`src/rtl/fp_align_pipe.sv`:
```
// rtl/fp_align_pipe.sv - two-stage floating-point operand alignment pipeline
// S1 picks the larger effective exponent and forms hidden-bit words; S2 shifts the smaller one with sticky.
module fp_align_pipe #(
  parameter int MANT_W = 23,
  parameter int EXP_W  = 8,
  parameter int AW     = MANT_W + 4
) (
  input  logic              clk,
  input  logic              reset,
  input  logic              in_valid,
  output logic              in_ready,
  input  logic [EXP_W-1:0]  a_exp,
  input  logic [MANT_W-1:0] a_mant,
  input  logic [EXP_W-1:0]  b_exp,
  input  logic [MANT_W-1:0] b_mant,
  output logic              out_valid,
  input  logic              out_ready,
  output logic [EXP_W-1:0]  out_exp,
  output logic [AW-1:0]     a_al,
  output logic [AW-1:0]     b_al,
  output logic              shifted_b,
  output logic [EXP_W-1:0]  shift_amt
);

  logic              s1_valid;
  logic              s2_valid;
  logic              s2_load;

  logic [EXP_W-1:0]  a_eff;
  logic [EXP_W-1:0]  b_eff;
  logic [AW-1:0]     a_word;
  logic [AW-1:0]     b_word;
  logic              a_larger;

  logic [AW-1:0]     s1_keep;
  logic [AW-1:0]     s1_shw;
  logic [EXP_W-1:0]  s1_exp;
  logic [EXP_W-1:0]  s1_d;
  logic              s1_sb;

  logic [AW-1:0]     shifted;
  logic              lost;

  // Output stage is the only place backpressure enters; S1 frees up whenever S2 can load.
  assign s2_load   = !s2_valid || out_ready;
  assign in_ready  = !s1_valid || s2_load;
  assign out_valid = s2_valid;

  // Denormals (biased exponent 0) share the scale of exponent 1 but have no hidden bit.
  always_comb begin
    a_eff    = (a_exp == '0) ? EXP_W'(1) : a_exp;
    b_eff    = (b_exp == '0) ? EXP_W'(1) : b_exp;
    a_word   = {(a_exp != '0), a_mant, 3'b000};
    b_word   = {(b_exp != '0), b_mant, 3'b000};
    a_larger = a_eff > b_eff;
  end

  always_ff @(posedge clk) begin
    if (reset) begin
      s1_valid <= 1'b0;
      s1_keep  <= '0;
      s1_shw   <= '0;
      s1_exp   <= '0;
      s1_d     <= '0;
      s1_sb    <= 1'b0;
    end else if (in_ready) begin
      s1_valid <= in_valid;
      if (in_valid) begin
        if (a_larger) begin
          s1_keep <= a_word;
          s1_shw  <= b_word;
          s1_exp  <= a_eff;
          s1_d    <= a_eff - b_eff;
          s1_sb   <= 1'b1;
        end else begin
          s1_keep <= b_word;
          s1_shw  <= a_word;
          s1_exp  <= b_eff;
          s1_d    <= b_eff - a_eff;
          s1_sb   <= 1'b0;
        end
      end
    end
  end

  // Bits below position d fall off the end; once d >= AW every bit is lost and the shift yields zero.
  always_comb begin
    lost = 1'b0;
    for (int i = 0; i < AW; i++) begin
      if (i < int'(s1_d)) lost = lost | s1_shw[i];
    end
    shifted    = s1_shw >> s1_d;
    shifted[0] = shifted[0] | lost;
  end

  always_ff @(posedge clk) begin
    if (reset) begin
      s2_valid  <= 1'b0;
      out_exp   <= '0;
      a_al      <= '0;
      b_al      <= '0;
      shifted_b <= 1'b0;
      shift_amt <= '0;
    end else if (s2_load) begin
      s2_valid <= s1_valid;
      if (s1_valid) begin
        out_exp   <= s1_exp;
        shifted_b <= s1_sb;
        shift_amt <= s1_d;
        a_al      <= s1_sb ? s1_keep : shifted;
        b_al      <= s1_sb ? shifted : s1_keep;
      end
    end
  end

endmodule

```
`config.mk`:
```
export PLATFORM = sky130hd
export DESIGN_NAME = fp_align_pipe
export DESIGN_NICKNAME = d
export VERILOG_FILES = /design/src/rtl/fp_align_pipe.sv
export SDC_FILE = /design/constraint.sdc
export NUM_CORES = 1
export LEC_CHECK = 0
export CORE_AREA = 2 2 122 242
export DETAILED_ROUTE_END_ITERATION = 8
export DIE_AREA = 0 0 124 244
export HOLD_SLACK_MARGIN = 0.1
export SYNTH_ARGS = -nofsm -noshare
export SYNTH_HDL_FRONTEND = slang
export SYNTH_SLANG_ARGS = --single-unit
```
`constraint.sdc`:
```
create_clock -name clk -period 4.2 [get_ports clk]
set_input_delay 1.26 -clock clk [delete_from_list [all_inputs] [get_ports clk]]
set_output_delay 1.26 -clock clk [all_outputs]
set_load 0.02 [all_outputs]
```
==> impl_metrics.env, run 1 <==
export IMPL_rr_startpoint="s1_d[1]$_SDFFE_PP0P_"
export IMPL_die_h_microns=244
export IMPL_cts_num_sinks=138
export IMPL_synth_ff_type="dfxtp_1"
export IMPL_r2r_cells=5
export IMPL_fmax_ghz=0.2421
export IMPL_place_area_sq_mm=0.01022
export IMPL_dieArea_sq_mm=0.03026
export IMPL_initial_core_util_pct=29.70
export IMPL_powerDensity_mw_per_mm2=384.8
export IMPL_antenna_found_initial=0
export IMPL_drive_gt1_share_pct=12.13
export IMPL_grt_max_degree=63
export IMPL_die_width_microns=124
export IMPL_pre_cts_slack_ns=-0.5957
export IMPL_cp_buffers_inverters=1
export IMPL_hpwl_mm=25.96
export IMPL_fin_nets=1232
export IMPL_rrSetupSlack_ns=1.13
export IMPL_n_antenna_cell=0
export IMPL_fillCellCount=2951
export IMPL_numCtsBuffers=17
export IMPL_worstHoldEndpoint="a_al[1]$_SDFFE_PP0P_"
export IMPL_viasPerCell=5.655
export IMPL_synth_area_sq_mm=0.008407
export IMPL_slowest_stage="or4_1"
export IMPL_cts_hold_buf=0
export IMPL_slew_headroom_pct=28.34
export IMPL_synth_edf_count=0
export IMPL_clk_pin_slew_ns=0.07
export IMPL_critPathMaxStageDelay_ns=0.55
export IMPL_cts_tree="yes"
export IMPL_crit_path_end_kind="flop"
export IMPL_ys_types=77
export IMPL_crit_cells=12
export IMPL_worst_pin_slew_ns=1.073
export IMPL_holdWs_ns=0.4522
export IMPL_vias=8585
export IMPL_synthesis_instances=1040
export IMPL_cts_root_buf="clkbuf_16"
export IMPL_h_tree_depth=4
export IMPL_crit_family="compound AO/OA/AOI/OAI gates"
export IMPL_worstHoldStart="a_al[1]$_SDFFE_PP0P_"
export IMPL_power_leakage_nw=4.044
export IMPL_synthTopCellsByArea="dfxtp_1 (33%), mux2i_1 (9.2%), nor2_1 (5.4%)"
export IMPL_fin_util_pct=38.38
export IMPL_first_iter_violations=524
export IMPL_first_pass_iters=7
export IMPL_synth_net_count=1123
export IMPL_ys_seq_elements=138
export IMPL_worst_slack_ns=0.06909
export IMPL_row_count=87
export IMPL_design_power_total_mw=4.180
export IMPL_ios=139
export IMPL_yosysWarningCount=0
export IMPL_area_growth_pct=29.20
export IMPL_cp_max_fo=8
export IMPL_setup_viol=0
export IMPL_timing_rr_end="b_al[10]$_SDFFE_PP0P_"
export IMPL_grt_pass1_wl_mm=51.14
export IMPL_drc=0
export IMPL_final_hold_violation_count=0
export IMPL_wirelength_mm=34.63
export IMPL_crit_chain="clkdlybuf4s50_1, or4_1, nor2_2, nor2_1, ha_1, fa_2, nand2b_4, a21oi_4, o221a_4, mux2_4, a21o_1, a2111oi_1"
export IMPL_ctsLongestPathBuffers=2
export IMPL_yosysTopAreaCell="dfxtp_1"
export IMPL_io_buffer_count=138
export IMPL_skew_ns=0.009569
export IMPL_synth_seq_area_share_pct=32.86
export IMPL_routedWlPerCell_microns=22.81
export IMPL_ant_nets=0
export IMPL_period_share_pct=98.36
export IMPL_critical_path_class="in2reg"
export IMPL_status="completed"
export IMPL_clk_latency_ns=0.44
export IMPL_overflow=0
export IMPL_period_needed_ns=4.131
export IMPL_yosysTopAreaCellShare_pct=32.86
export IMPL_grt_use_total_pct=23.12
export IMPL_report_final_slew_viol_count=0
export IMPL_gp_congestion=1.009
export IMPL_start_kind="primary input"
export IMPL_critPathRequiredTime_ns=4.53
export IMPL_grt_pass1_vias=8268
export IMPL_async_reset_ff_share_pct=0
export IMPL_design_area_sq_mm=0.01086
export IMPL_syn_area_per_cell_sq_um=8.083
export IMPL_hold_path_class="reg2reg"
export IMPL_maxCapViolCount=0
export IMPL_irDropWorstVdd_uv=181.1
export IMPL_coreArea_sq_mm=0.02830
export IMPL_min_path_cells=2
export IMPL_cp_arrival_ns=4.46
## cell usage in the layout, fill, tap and decap left out, types with 19 or more instances in the layout
cell type,instances
nor2_1,119
mux2i_1,75
a21oi_1,74
clkdlybuf4s50_1,134
a31oi_1,19
inv_1,27
buf_4,55
nand3_1,28
a211oi_1,59
dfxtp_1,137
nor3_1,32
nand2_1,103
o21ai_0,46
## cell usage after synthesis, types with 4 or more instances
cell,instances
dfxtp_1,138
nor2_1,120
nand2_1,103
mux2i_1,77
a21oi_1,75
clkbuf_1,73
a211oi_1,59
o21ai_0,46
nor3_1,32
nand3_1,28
inv_1,27
a31oi_1,19
a221oi_1,15
and3_1,15
ha_1,15
buf_2,14
mux4_2,13
or3_1,12
o22ai_1,11
o211ai_1,10
mux2_2,9
buf_1,8
nand2b_1,8
a311oi_1,7
buf_6,7
a21o_1,6
a32oi_1,5
nor2b_1,5
o21ai_1,5
or2_2,5
buf_4,4
nor4_1,4
o221ai_1,4
## per-stage QoR
stage / TNS (ns) / std cells
after CTS: -0.02191 / 1516
after floorplan: 0 / 1040
after global routing: -0.1206 / 1518
after global placement: -29.25 / 1484
after detailed placement: -27.35 / 1484
final: 0 / 1518
## per-layer routing
| layer | track usage, % | routed length (microns) |
|---|---|---|
| met1 | 22.48 | 11070 |
| met2 | 42.16 | 18860 |
| met3 | 3.358 | 1652 |
| met4 | 18.08 | 3041 |
| met5 | 0 | 0 |
## where the power goes
group	switching [mW]	internal (mW)	leakage, nW
Clock	0.624	0.790	0.263
Sequential	0.177	1.40	1.14
Combinational	0.677	0.508	2.65
Total	1.48	2.70	4.04
## sequential cells by signal (all words and copies together), names as in the netlist
| signal | count |
|---|---|
| s1_exp | 8 |
| b_al | 27 |
| a_al | 27 |
| s1_d | 8 |
| out_exp | 8 |
| shift_amt | 8 |
| shifted_b | 1 |
| out_valid | 1 |
| s1_sb | 1 |
| s1_valid | 1 |
| s1_shw | 24 |
| s1_keep | 24 |
## cell families after synthesis
family / synth area share (%)
fa+ha+maj: 2.709
compound gates: 23.59
flops: 32.86
buf+inv: 7.129
mux: 14.51
simple gates: 18.99
xor+xnor: 0.2084
## layout make-up
| cell class | instances | area [sq um] | share of cell area, % |
|---|---|---|---|
| Inverter | 27 | 101.3 | 0.9331 |
| Timing Repair Buffer | 197 | 1888 | 17.38 |
| Tap cell | 356 | 445.4 | 4.101 |
| Clock inverter | 12 | 93.84 | 0.8640 |
| Sequential cell | 138 | 2764 | 25.45 |
| Clock buffer | 20 | 456.7 | 4.205 |
| Multi-Input combinational cell | 768 | 5112 | 47.07 |
## worst max-delay path by stage
stage,startpoint,to
2_1_floorplan,a_exp[7],s1_d[3]$_SDFFE_PP0P_
3_3_place_gp,a_exp[3],s1_d[7]$_SDFFE_PP0P_
3_5_place_dp,a_exp[3],s1_d[7]$_SDFFE_PP0P_
4_1_cts,a_exp[3],s1_keep[3]$_SDFFE_PP0P_
5_1_grt,a_exp[6],s1_d[7]$_SDFFE_PP0P_
6_report,a_exp[7],s1_d[7]$_SDFFE_PP0P_
## worst register-to-register path: stages (launching register included)
cell	delay, ns
dfxtp_1	1.02
inv_1	0.65
mux2i_1	0.52
o22ai_1	0.18
a21oi_1	0.39
o21ai_0	0.17
## timing repair
action,CTS,global route
endpoints found under the setup margin,30,48
resized for setup,6,8
buffers inserted,0,1
cloned,0,1
pin swaps,1,3
Note: power is estimated with default switching activity, not from simulation.
==> inputs of run 2 (changes only) <==
--- a/config.mk
+++ b/config.mk
@@ -6,9 +6,11 @@
 export NUM_CORES = 1
 export LEC_CHECK = 0
 export CORE_AREA = 2 2 122 242
+export CTS_CLUSTER_SIZE = 24
 export DETAILED_ROUTE_END_ITERATION = 8
 export DIE_AREA = 0 0 124 244
 export HOLD_SLACK_MARGIN = 0.1
+export SLEW_MARGIN = 20
 export SYNTH_ARGS = -nofsm -noshare
 export SYNTH_HDL_FRONTEND = slang
 export SYNTH_SLANG_ARGS = --single-unit
==> results of run 2 <==
No change in the layout: final DEF, timing and power equal those of run 1.
